<file path="config.mk">
export PLATFORM = sky130hd
export DESIGN_NAME = dm_store_unit_flat
export DESIGN_NICKNAME = d
export VERILOG_FILES = /design/src/rtl/dm_store_unit_pkg.sv /design/src/rtl/dm_store_unit_if.sv /design/src/rtl/dm_store_unit_st_align.sv /design/src/rtl/dm_store_unit.sv /design/src/flat_wrapper.sv
export SDC_FILE = /design/constraint.sdc
export NUM_CORES = 1
export LEC_CHECK = 0
export CAP_MARGIN = 15
export CORE_ASPECT_RATIO = 0.75
export CORE_MARGIN = 1
export CORE_UTILIZATION = 38
export CTS_CLUSTER_DIAMETER = 200
export DETAILED_ROUTE_END_ITERATION = 16
export GPL_TIMING_DRIVEN = 0
export SYNTH_ARGS = -nofsm -noshare
export SYNTH_HDL_FRONTEND = slang
export SYNTH_HIERARCHICAL = 1
export SYNTH_SLANG_ARGS = --single-unit
</file>
<file path="constraint.sdc">
create_clock -name clk -period 4 [get_ports clk]
set_clock_uncertainty 0.15 [all_clocks]
set_input_delay 0.4 -clock clk [delete_from_list [all_inputs] [get_ports clk]]
set_output_delay 0.4 -clock clk [all_outputs]
set_load 0.03 [all_outputs]
</file>
<file path="src/rtl/dm_store_unit_pkg.sv">
`default_nettype none
// ============================================================================
// Module      : dm_store_unit_pkg
// Description : Shared store-type codes and the store-buffer entry layout.
// Revision    : 1.0 - initial release
// ============================================================================
package dm_store_unit_pkg;

    // 2'b11 is not listed here; the alignment logic treats it as a word store
    localparam logic [1:0] DM_SW = 2'b00;
    localparam logic [1:0] DM_SH = 2'b01;
    localparam logic [1:0] DM_SB = 2'b10;

    typedef struct packed {
        logic [29:0] waddr;
        logic [31:0] data;
        logic [3:0]  be;
    } st_entry_t;

endpackage : dm_store_unit_pkg
`default_nettype wire

</file>
<file path="src/rtl/dm_store_unit_if.sv">
`default_nettype none
// ============================================================================
// Module      : dm_store_unit_if
// Description : CPU store/load-lookup and data-memory write port bundle.
// Revision    : 1.0 - initial release
// ============================================================================
interface dm_store_unit_if;
    logic        st_valid;
    logic        st_ready;
    logic [1:0]  st_type;
    logic [31:0] st_addr;
    logic [31:0] st_wdata;
    logic        st_misalign;
    logic        ld_valid;
    logic [31:0] ld_addr;
    logic        ld_hazard;
    logic        mem_req;
    logic        mem_ack;
    logic [31:0] mem_addr;
    logic [31:0] mem_wdata;
    logic [3:0]  mem_be;
    logic        empty;

    modport master (
        output st_valid, st_type, st_addr, st_wdata, ld_valid, ld_addr, mem_ack,
        input  st_ready, st_misalign, ld_hazard, mem_req, mem_addr, mem_wdata,
               mem_be, empty
    );

    modport slave (
        input  st_valid, st_type, st_addr, st_wdata, ld_valid, ld_addr, mem_ack,
        output st_ready, st_misalign, ld_hazard, mem_req, mem_addr, mem_wdata,
               mem_be, empty
    );
endinterface : dm_store_unit_if
`default_nettype wire

</file>
<file path="src/rtl/dm_store_unit_st_align.sv">
`default_nettype none
// ============================================================================
// Module      : st_align
// Description : Replicates store data onto byte lanes, builds byte enables
//               and flags misaligned addresses (purely combinational).
// Revision    : 1.0 - initial release
// ============================================================================
module st_align
    import dm_store_unit_pkg::*;
(
    input  wire logic [1:0]  i_type,
    input  wire logic [1:0]  i_addr_lo,
    input  wire logic [31:0] i_wdata,
    output logic      [31:0] o_data,
    output logic      [3:0]  o_be,
    output logic             o_misalign
);

    always_comb begin
        o_data     = i_wdata;
        o_be       = 4'b1111;
        o_misalign = |i_addr_lo;
        case (i_type)
            DM_SH: begin
                o_data     = {2{i_wdata[15:0]}};
                o_be       = i_addr_lo[1] ? 4'b1100 : 4'b0011;
                o_misalign = i_addr_lo[0];
            end
            DM_SB: begin
                o_data     = {4{i_wdata[7:0]}};
                o_be       = 4'b0001 << i_addr_lo;
                o_misalign = 1'b0;
            end
            default: ;
        endcase
    end

endmodule : st_align
`default_nettype wire

</file>
<file path="src/rtl/dm_store_unit.sv">
`default_nettype none
// ============================================================================
// Module      : dm_store_unit
// Description : Store buffer: formats CPU stores into a FIFO and drains them
//               to data memory one request at a time; flags load hazards.
// Revision    : 1.0 - initial release
// ============================================================================
module dm_store_unit
    import dm_store_unit_pkg::*;
#(
    parameter int DEPTH = 4
)
(
    input  wire logic        clk,
    input  wire logic        rst,
    dm_store_unit_if.slave   bus
);

    localparam int                 c_PTR_W = $clog2(DEPTH);
    localparam int                 c_CNT_W = c_PTR_W + 1;
    localparam logic [c_CNT_W-1:0] c_FULL  = c_CNT_W'(DEPTH);
    localparam logic [c_CNT_W-1:0] c_ONE   = c_CNT_W'(1);

    typedef enum logic [0:0] {
        S_IDLE = 1'b0,
        S_BUSY = 1'b1
    } state_e;

    st_entry_t            r_fifo [DEPTH];
    logic [c_PTR_W-1:0]   r_wr_ptr;
    logic [c_PTR_W-1:0]   r_rd_ptr;
    logic [c_PTR_W-1:0]   w_rd_next;
    logic [c_CNT_W-1:0]   r_count;
    state_e               r_state;
    state_e               w_state_nxt;
    logic                 w_load;
    st_entry_t            w_load_ent;
    st_entry_t            w_new;
    logic [31:0]          r_mem_addr;
    logic [31:0]          r_mem_wdata;
    logic [3:0]           r_mem_be;
    logic                 r_misalign;
    logic [31:0]          w_fmt_data;
    logic [3:0]           w_fmt_be;
    logic                 w_misalign;
    logic                 w_accept;
    logic                 w_push;
    logic                 w_pop;
    logic                 w_hit;
    logic                 w_unused;

    st_align u_align (
        .i_type     (bus.st_type),
        .i_addr_lo  (bus.st_addr[1:0]),
        .i_wdata    (bus.st_wdata),
        .o_data     (w_fmt_data),
        .o_be       (w_fmt_be),
        .o_misalign (w_misalign)
    );

    assign w_new     = '{waddr: bus.st_addr[31:2], data: w_fmt_data, be: w_fmt_be};
    assign w_accept  = bus.st_valid & bus.st_ready;
    assign w_push    = w_accept & ~w_misalign;
    assign w_pop     = (r_state == S_BUSY) & bus.mem_ack;
    assign w_rd_next = r_rd_ptr + 1'b1;
    assign w_unused  = ^bus.ld_addr[1:0];

    // Next request is the entry behind the head, or the store arriving right
    // now when the head was the only entry (it is not in the array yet).
    always_comb begin
        w_state_nxt = r_state;
        w_load      = 1'b0;
        w_load_ent  = r_fifo[r_rd_ptr];
        case (r_state)
            S_IDLE: begin
                if (r_count != '0) begin
                    w_state_nxt = S_BUSY;
                    w_load      = 1'b1;
                end
            end
            S_BUSY: begin
                if (w_pop) begin
                    if (r_count == c_ONE) begin
                        if (w_push) begin
                            w_load     = 1'b1;
                            w_load_ent = w_new;
                        end else begin
                            w_state_nxt = S_IDLE;
                        end
                    end else begin
                        w_load     = 1'b1;
                        w_load_ent = r_fifo[w_rd_next];
                    end
                end
            end
            default: w_state_nxt = S_IDLE;
        endcase
    end

    always_ff @(posedge clk or posedge rst) begin
        if (rst) begin
            r_state     <= S_IDLE;
            r_count     <= '0;
            r_wr_ptr    <= '0;
            r_rd_ptr    <= '0;
            r_mem_addr  <= '0;
            r_mem_wdata <= '0;
            r_mem_be    <= '0;
            r_misalign  <= 1'b0;
        end else begin
            r_state    <= w_state_nxt;
            r_misalign <= w_accept & w_misalign;
            if (w_push) r_wr_ptr <= r_wr_ptr + 1'b1;
            if (w_pop)  r_rd_ptr <= w_rd_next;
            case ({w_push, w_pop})
                2'b10:   r_count <= r_count + 1'b1;
                2'b01:   r_count <= r_count - 1'b1;
                default: ;
            endcase
            if (w_load) begin
                r_mem_addr  <= {w_load_ent.waddr, 2'b00};
                r_mem_wdata <= w_load_ent.data;
                r_mem_be    <= w_load_ent.be;
            end
        end
    end

    always_ff @(posedge clk) begin
        if (w_push) r_fifo[r_wr_ptr] <= w_new;
    end

    // Live entries are those within r_count slots of the head, modulo DEPTH.
    always_comb begin
        w_hit = w_push & (bus.st_addr[31:2] == bus.ld_addr[31:2]);
        for (int i = 0; i < DEPTH; i++) begin
            if (({1'b0, c_PTR_W'(i) - r_rd_ptr} < r_count) &&
                (r_fifo[i].waddr == bus.ld_addr[31:2])) begin
                w_hit = 1'b1;
            end
        end
    end

    assign bus.st_ready    = (r_count != c_FULL);
    assign bus.st_misalign = r_misalign;
    assign bus.ld_hazard   = bus.ld_valid & w_hit;
    assign bus.mem_req     = (r_state == S_BUSY);
    assign bus.mem_addr    = r_mem_addr;
    assign bus.mem_wdata   = r_mem_wdata;
    assign bus.mem_be      = r_mem_be;
    assign bus.empty       = (r_count == '0) && (r_state == S_IDLE);

endmodule : dm_store_unit
`default_nettype wire

</file>
<file path="src/flat_wrapper.sv">
// flat-port wrapper written by rule: the top's interface ports become plain ports
module dm_store_unit_flat import dm_store_unit_pkg::*;
#(
    parameter int DEPTH = 4
)
  (clk, rst, bus_st_valid, bus_st_type, bus_st_addr, bus_st_wdata, bus_ld_valid, bus_ld_addr, bus_mem_ack, bus_st_ready, bus_st_misalign, bus_ld_hazard, bus_mem_req, bus_mem_addr, bus_mem_wdata, bus_mem_be, bus_empty);
  dm_store_unit_if bus_i ();
  input  wire logic clk;
  input  wire logic rst;
  input wire logic [$bits(bus_i.st_valid)-1:0] bus_st_valid;
  input wire logic [$bits(bus_i.st_type)-1:0] bus_st_type;
  input wire logic [$bits(bus_i.st_addr)-1:0] bus_st_addr;
  input wire logic [$bits(bus_i.st_wdata)-1:0] bus_st_wdata;
  input wire logic [$bits(bus_i.ld_valid)-1:0] bus_ld_valid;
  input wire logic [$bits(bus_i.ld_addr)-1:0] bus_ld_addr;
  input wire logic [$bits(bus_i.mem_ack)-1:0] bus_mem_ack;
  output wire logic [$bits(bus_i.st_ready)-1:0] bus_st_ready;
  output wire logic [$bits(bus_i.st_misalign)-1:0] bus_st_misalign;
  output wire logic [$bits(bus_i.ld_hazard)-1:0] bus_ld_hazard;
  output wire logic [$bits(bus_i.mem_req)-1:0] bus_mem_req;
  output wire logic [$bits(bus_i.mem_addr)-1:0] bus_mem_addr;
  output wire logic [$bits(bus_i.mem_wdata)-1:0] bus_mem_wdata;
  output wire logic [$bits(bus_i.mem_be)-1:0] bus_mem_be;
  output wire logic [$bits(bus_i.empty)-1:0] bus_empty;
  assign bus_i.st_valid = bus_st_valid;
  assign bus_i.st_type = bus_st_type;
  assign bus_i.st_addr = bus_st_addr;
  assign bus_i.st_wdata = bus_st_wdata;
  assign bus_i.ld_valid = bus_ld_valid;
  assign bus_i.ld_addr = bus_ld_addr;
  assign bus_i.mem_ack = bus_mem_ack;
  assign bus_st_ready = bus_i.st_ready;
  assign bus_st_misalign = bus_i.st_misalign;
  assign bus_ld_hazard = bus_i.ld_hazard;
  assign bus_mem_req = bus_i.mem_req;
  assign bus_mem_addr = bus_i.mem_addr;
  assign bus_mem_wdata = bus_i.mem_wdata;
  assign bus_mem_be = bus_i.mem_be;
  assign bus_empty = bus_i.empty;
  dm_store_unit #(.DEPTH(DEPTH)) u_core (.clk(clk), .rst(rst), .bus(bus_i));
endmodule
</file>
==> impl_results.rst, run 1 <==
.. list-table::
   :header-rows: 1

   * - Metric
     - Value
   * - Biggest area contributors in the synthesized netlist
     - edfxtp_1, mux4_2, dfrtp_1
   * - Pre-Repair DR Iteration Count
     - 5
   * - GRT Overall Usage
     - 23.5%
   * - Cell leakage power
     - 0.00731 uW
   * - Overall die width
     - 252 um
   * - Warnings, synthesis
     - 6
   * - Synthesized netlist cell count
     - 1221
   * - Syn Std Cell Area
     - 17800 sq um
   * - Sinks on Clock Net
     - around 340
   * - Count of vias placed by the detailed router
     - 11880
   * - Total placed instance area
     - 20200 sq um
   * - Vias per cell
     - 5.74
   * - Remaining number of nets flagged by the antenna check after routing
     - 0
   * - Maximum clock path buffer count
     - 3
   * - Total clock buffers created by CTS
     - 38
   * - CTS tree
     - built
   * - Buffers inserted during post-CTS setup optimization
     - 0
   * - Via count of the first global-routing pass
     - about 12000
   * - Average wire per cell in the routed design
     - 26.8 um
   * - Pwr dens
     - approximately 730 nW/um^2
   * - VDD IR max
     - 0.349 mV
   * - Sort of element at the start of the critical path
     - input port
   * - Most common cell after layout, fill and taps aside
     - edfxtp_1
   * - Transition time at the pin with the least slew margin
     - 0.836 ns
   * - Share of synthesized area occupied by flip-flops and latches
     - between 50 and 60%
   * - Area of the placeable core
     - 46100 sq um
   * - Starting Density
     - 38.6%
   * - Critical path start-end classification
     - input port to output port
   * - Root Buffer
     - clkbuf_16
   * - Worst relative slew slack
     - around 44%
   * - Commonest cells after routing, fill and taps aside
     - edfxtp_1, nand2_1, clkdlybuf4s50_1
   * - Cell taking the most area after synthesis
     - edfxtp_1
   * - Port Buffer Count
     - around 140
   * - Iteration-0 DRC count of the detailed router
     - 1429
   * - Final setup violating endpoints
     - 0
   * - Hold/Removal Path Class
     - input port to asynchronous set/reset pin
   * - DIE AREA
     - 47700 sq um
   * - Count of unresolved DRC violations after routing
     - 0
   * - Remaining Overflow, GRT
     - 0
   * - RSZ-0062 raised after global routing
     - no
   * - MaxCap Viol Count
     - 0
   * - Routed Wire Length
     - between 50000 and 60000 um
   * - Count of filler cells inserted in the layout
     - 4087
   * - Area used by multi-input combinational logic
     - 7230 sq um
   * - CTS Hold Bufs
     - 0
   * - Required time of the worst setup path
     - ~3.5 ns
   * - CTS clock-pin slew for the worst setup and hold paths
     - 0.06 ns
   * - Maximum number of pins on one net before global-route repair
     - 50
   * - Filler-free cell count of the finished design
     - 2068
   * - Fin area
     - around 21000 sq um
   * - Final design utilization
     - 46.4%
   * - Final critical delay including setup and external delays
     - 3.75 ns
   * - Post-placement cell count
     - 1998
   * - Synth Register Bits
     - 339
   * - Average cell area after synthesis
     - between 10 and 15 sq um
   * - Pins Over Slew Limit
     - 0
   * - Async SR Flop Fraction
     - 22.1%
   * - Arrival time of the worst setup path
     - approximately 3.2 ns
   * - Tcrit/Tclk final
     - approximately 94%
   * - Fraction of layout cells with a size suffix above 1
     - 22.8%
   * - Maximum clock rate
     - 0.267 GHz
   * - Largest fanout on the critical path
     - 10
   * - Detailed placement HPWL
     - between 30000 and 40000 um
   * - Sum of negative setup slack
     - 0 ns
   * - Reg2Reg Setup Slack
     - 1.25 ns
   * - Synthesis-to-layout area growth
     - 20.3%
   * - Post-synth EDFFs
     - 264
   * - Sequential Area
     - 9800 sq um
   * - Dominant synthesized flop cell
     - edfxtp_1
   * - Clock latency on the worst-skew pair
     - around 0.54 ns
   * - Number of nets in the final layout
     - ~1500
   * - Synth top area share
     - 44.5%
   * - Number of antenna violations at the first check in global routing
     - 7
   * - CP Capture Type
     - output port
   * - Top-Level Pins
     - between 150 and 200
   * - Global placement routability congestion
     - between 0.9 and 1
   * - Global-route wire length before repair
     - just over 80000 um
   * - Hold violation total from the final report
     - 0
   * - Row Count
     - 68
   * - Level count of the clock H-tree
     - 2
   * - Outcome
     - complete, no violations
   * - Die height
     - 189 um
   * - Number of unique standard cell types used by synthesis
     - 47
## flip-flops by register name (all words and copies together), names as in the netlist
name / count
u_core/bus.mem_addr: 30
u_core/r_count: 3
u_core/bus.mem_be: 4
u_core/r_wr_ptr: 2
u_core/bus.mem_wdata: 32
u_core/bus.st_misalign: 1
u_core/r_fifo: 264
u_core/r_rd_ptr: 2
u_core/bus.mem_req: 1
## final timing paths
check / cells after the start / start / end
setup / recovery: 13 / bus_st_type[0] / bus_ld_hazard
max in group asynchronous: 3 / rst / u_core/bus.mem_wdata[28]
min in group clk: 2 / bus_st_valid / u_core/bus.st_misalign
setup reg to reg: 7 / u_core/r_count[0] / u_core/r_fifo[3][55]
hold reg to reg: 2 / u_core/r_count[1] / u_core/r_count[1]
hold / removal: 2 / rst / u_core/bus.mem_wdata[9]
## worst max-delay path, cell delays in order
cell and delay, ns:
clkdlybuf4s50_1 0.48, inv_1 0.07, ha_1 0.35, buf_4 0.20, buf_4 0.18, a21oi_1 0.12
nor2_1 0.08, and3b_4 0.32, buf_6 0.16, nand4_1 0.09, nor4_1 0.22, o41a_1 0.20
clkdlybuf4s15_2 0.31
## cells by family after synthesis
| group | synth area share, % |
|---|---|
| buffers and inverters | 4.45 |
| adder cells (fa/ha/maj) | 1.12 |
| AND/OR/NAND/NOR | 7.97 |
| XOR/XNOR | 7.72 |
| other | 0.0211 |
| multiplexers | 16.8 |
| AO/OA/AOI/OAI | 6.88 |
| flip-flops | 55.1 |
## power breakdown
| group | internal (uW) | leakage, uW | switching (uW) |
|---|---|---|---|
| sequential | 4600 | 0.00325 | 510 |
| clock | 2100 | 0.000598 | 1410 |
| combinational | 3170 | 0.00346 | 3800 |
| total | 9870 | 0.00731 | 5720 |
## repair_timing
item,in CTS,in global routing
cloned,0,0
resized for setup,7,1
setup endpoints to repair,1,1
## cells in the mapped netlist (8+ instances only)
cell and n:
edfxtp_1 264, a211oi_2 14, a22o_1 8, nor2b_1 27, ha_1 16, o221a_2 15, a211oi_1 12, clkbuf_1 21
mux4_2 132, buf_6 19, a22oi_1 8, nand3_1 42, buf_2 57, nand2_1 162, nand4_1 19, o221a_1 25
nor4_1 25, buf_4 20, a21oi_1 8, xor2_1 90, o21ai_1 16, a31oi_1 27, dfrtp_1 75, xnor2_1 67
inv_1 12
## per-stage QoR
step           hold WS (ns)  power, uW  setup WS, ns
2_1_floorplan         0.328       9760         0.185
6_report             0.0756      15600         0.249
4_1_cts              0.0833      15700        0.0352
5_1_grt              0.0978      16300        0.0803
3_3_place_gp          0.349      12100         -2.08
3_5_place_dp          0.363      12100        -0.162
## layer usage
metal / global-route usage, % / vias to the layer above / part of all wire (%)
met5: 0 / - / 0.10
met4: 4.29 / 10 / 1.4
met3: 4.96 / 63 / 8.8
met2: 35.2 / 546 / 45
met1: 35.2 / 6174 / 45
li1: - / 5087 / -
## final cells by class
class                   count  area share, %
diodes                      2         0.0234
plain buffers             116           3.45
clock buffers              54           5.11
clock inverters            16          0.736
inverters                  13          0.240
multi-input cells         752           33.7
flip-flops and latches    339           45.8
well taps                 630           3.68
repair buffers            146           7.24
No activity file was read; power rests on OpenSTA's default activity.
==> inputs of run 2 (changes only) <==
--- a/config.mk
+++ b/config.mk
@@ -5,6 +5,7 @@
 export SDC_FILE = /design/constraint.sdc
 export NUM_CORES = 1
 export LEC_CHECK = 0
+export ABC_AREA = 1
 export CAP_MARGIN = 15
 export CORE_ASPECT_RATIO = 0.75
 export CORE_MARGIN = 1
==> run 2 against run 1 <==
  * Final area up 3.7%
  * Combinational power up 14%
  * Global-route usage up 7.6 points
  * Final cell count up 41%
  * Register-to-register slack worse by 0.38 ns
  * Clock power up 4%
  * Sequential power about the same
  * Worst hold slack better by 0.044 ns
  * Count of clock-buffer cells in the layout down 5
  * Via count up 41%
  * Power up 7.2%
  * Non-clock buffer count up 40
  * Critical endpoint unchanged
==> impl_results.rst, run 2 <==
.. list-table::
   :header-rows: 1

   * - Metric
     - Value
   * - Global placement routability congestion
     - 0.991 (+5.1%)
   * - Most common cell after layout, fill and taps aside
     - nand2_1
   * - Critical path start-end classification
     - flip-flop to output port
   * - Synth top area share
     - 43.3% (-1.2 points)
   * - CTS clock-pin slew for the worst setup and hold paths
     - 0.06 ns (about the same)
   * - CP Capture Type
     - output port
   * - Synth Register Bits
     - 339 (unchanged)
   * - Number of nets in the final layout
     - 2352 (+54%)
   * - Async SR Flop Fraction
     - 22.1% (unchanged)
   * - Clock latency on the worst-skew pair
     - 0.55 ns (about the same)
   * - Final setup violating endpoints
     - 0 (unchanged)
   * - Fraction of layout cells with a size suffix above 1
     - 7.78% (-15 points)
   * - Source of the critical timing path
     - u_core/r_rd_ptr[0]
   * - Outcome
     - complete, no violations
   * - Dominant synthesized flop cell
     - edfxtp_1
   * - R2R cell count
     - 10 (+3)
   * - Hold/Removal Path Class
     - input port to asynchronous set/reset pin
   * - Fin area
     - 22200 sq um (+3.7%)
   * - Final critical delay including setup and external delays
     - 3.80 ns (+0.0523 ns)
   * - Number of flip-flops in the largest register
     - 264 (unchanged)
   * - Most flop-heavy register
     - u_core/r_fifo
   * - Post-synth EDFFs
     - 264 (unchanged)
   * - VDD IR max
     - 0.363 mV (+4.0%)
   * - Synthesized netlist cell count
     - 2032 (+66%)
   * - Sequential Area
     - 9800 sq um (unchanged)
   * - DIE AREA
     - 49100 sq um (+2.8%)
   * - End point of the critical path
     - bus_ld_hazard
   * - Worst relative slew slack
     - 21.4% (-23 points)
   * - Largest fanout on the critical path
     - 10 (unchanged)
   * - MaxCap Viol Count
     - 0 (unchanged)
   * - Cell leakage power
     - 0.00867 uW (+19%)
   * - Remaining number of nets flagged by the antenna check after routing
     - 0 (unchanged)
   * - Area used by multi-input combinational logic
     - 7000 sq um (-3.1%)
   * - Pwr dens
     - 753 nW/um^2 (+3.4%)
   * - Warnings, synthesis
     - 6 (unchanged)
   * - Starting Density
     - 38.6% (-0.046 points)
   * - Pins Over Slew Limit
     - 0 (unchanged)
   * - Total placed instance area
     - 20900 sq um (+3.7%)
   * - Iteration-0 DRC count of the detailed router
     - 2477 (+73%)
   * - Tcrit/Tclk final
     - 95.1% (+1.3 points)
   * - Maximum clock path buffer count
     - 3 (unchanged)
   * - Level count of the clock H-tree
     - 2 (unchanged)
   * - Routed Wire Length
     - 77400 um (+39%)
   * - Synthesis-to-layout area growth
     - 21.3%
   * - Sinks on Clock Net
     - 339 (unchanged)
   * - Total clock buffers created by CTS
     - 37 (-2.6%)
   * - Share of synthesized area occupied by flip-flops and latches
     - 53.6% (-1.5 points)
   * - Required time of the worst setup path
     - 3.45 ns (about the same)
   * - Average wire per cell in the routed design
     - 26.6 um (-0.81%)
   * - Area of the placeable core
     - 47500 sq um (+3.0%)
   * - Filler-free cell count of the finished design
     - 2906 (+41%)
   * - Biggest area contributors in the synthesized netlist
     - edfxtp_1, nand2_1, dfrtp_1
   * - Via count of the first global-routing pass
     - 15754 (+35%)
   * - Number of unique standard cell types used by synthesis
     - 45 (-4.3%)
   * - Pre-Repair DR Iteration Count
     - 6 (+1)
   * - Hold violation total from the final report
     - 0 (unchanged)
   * - Cell taking the most area after synthesis
     - edfxtp_1
   * - Root Buffer
     - clkbuf_16
   * - Row Count
     - 69 (+1.5%)
   * - Count of filler cells inserted in the layout
     - 4524 (+11%)
   * - Port Buffer Count
     - 147 (+4.3%)
   * - Endpoint of the most critical register-to-register path
     - u_core/bus.mem_wdata[12]
   * - Overall die width
     - 255 um (+1.4%)
   * - Count of vias placed by the detailed router
     - 16795 (+41%)
   * - Commonest cells after routing, fill and taps aside
     - nand2_1, edfxtp_1, inv_1
   * - Global-route wire length before repair
     - 109000 um (+35%)
   * - Remaining Overflow, GRT
     - 0 (unchanged)
   * - Number of antenna violations at the first check in global routing
     - 5 (-2)
   * - Top-Level Pins
     - 176 (unchanged)
   * - Arrival time of the worst setup path
     - 3.25 ns (+0.05 ns)
   * - RSZ-0062 raised after global routing
     - no
   * - Startpoint of the lowest-slack register-to-register path
     - u_core/r_count[1]
   * - Detailed placement HPWL
     - 55400 um (+40%)
   * - Maximum clock rate
     - 0.263 GHz (-1.4%)
   * - Sort of element at the start of the critical path
     - flip-flop
   * - Reg2Reg Setup Slack
     - 0.87 ns (-0.38 ns)
   * - Average cell area after synthesis
     - 9.01 sq um (-38%)
   * - Most used standard cells in the synthesized netlist
     - nand2_1, edfxtp_1, inv_1
   * - Die height
     - 192 um (+1.4%)
   * - Most common cell in the netlist
     - nand2_1
   * - GRT Overall Usage
     - 31.1% (+7.6 points)
   * - Post-placement cell count
     - 2832 (+42%)
   * - CTS tree
     - built
   * - Syn Std Cell Area
     - 18300 sq um (+2.8%)
   * - Count of unresolved DRC violations after routing
     - 0 (unchanged)
   * - Transition time at the pin with the least slew margin
     - 1.18 ns (+0.343 ns)
   * - Vias per cell
     - 5.78 (+0.60%)
   * - Maximum number of pins on one net before global-route repair
     - 45 (-10%)
-- run 2: what timing repair did --
action | CTS | global route
buffers inserted | 1 | 0
hold buffers | 0 | 0
gates resized for setup | 8 | 8
pin swaps | 1 | 1
endpoints found under the setup margin | 1 | 1
-- run 2: critical path, cell delays in order (launching register included) --
cell     delay (ns)
dfrtp_1        0.37
buf_4          0.17
nor2_1         0.26
buf_2          0.32
buf_4          0.26
nor2_4         0.09
ha_1           0.28
nand2_1        0.06
nand2_1        0.04
nand2_1        0.06
nand3_1        0.07
nor2_1         0.18
nand3_1        0.10
nand3_1        0.09
nor2_1         0.08
nor2_1         0.10
buf_4          0.17
-- run 2: cells by family after synthesis --
group	synth area share, %
simple gates	17.6
compound gates	15.0
buf+inv	8.48
flops	53.6
xor+xnor	4.21
fa+ha+maj	1.09
other cells	0.0205
-- run 2: metrics by stage --
stage / hold WS [ns] / TNS, ns / power, uW / setup WS [ns] / utilization [%]
2_1_floorplan: 0.328 / -204.87 / 9350 / -0.776 / -
3_3_place_gp: 0.347 / -1362.43 / 12700 / -5.08 / 43.3
5_1_grt: 0.153 / 0 / 17300 / 0.0222 / 46.7
6_report: 0.119 / 0 / 16700 / 0.197 / 46.8
3_5_place_dp: 0.360 / -11.89 / 12800 / -0.565 / 44.0
4_1_cts: 0.143 / 0 / 16500 / 0.0385 / 46.7
-- run 2: metal layers --
metal / up-vias / global-route usage (%) / part of all wire (%)
met4: 0 / 10.4 / 3.2
li1: 7369 / - / -
met2: 1246 / 45.6 / 42
met3: 183 / 8.60 / 14
met5: - / 0 / 0
met1: 7997 / 44.1 / 41
-- run 2: how the worst min path moves through the flow --
stage / start / endpoint
floorplan: u_core/r_count[1] / u_core/r_count[1]
global placement: u_core/r_count[1] / u_core/r_count[1]
detailed placement: u_core/r_count[1] / u_core/r_count[1]
CTS: rst / u_core/bus.mem_wdata[24]
global route: rst / u_core/bus.mem_wdata[24]
finish: rst / u_core/bus.mem_wdata[24]
-- run 2: final cells by class --
| type | count | share of cell area, % |
|---|---|---|
| sequential | 339 | 44.2 |
| tap | 639 | 3.60 |
| inverter | 218 | 3.73 |
| multi-input combinational | 1335 | 31.5 |
| timing repair buffer | 161 | 7.92 |
| antenna | 5 | 0.0563 |
| clock buffer | 49 | 4.70 |
| buffer | 141 | 3.31 |
| clock inverter | 19 | 1.00 |
-- run 2: report_power, final --
group / switching [uW] / total, uW / internal [uW]
Sequential: 516 / 5140 / 4620
Clock: 1470 / 3640 / 2160
Combinational: 5550 / 7940 / 2390
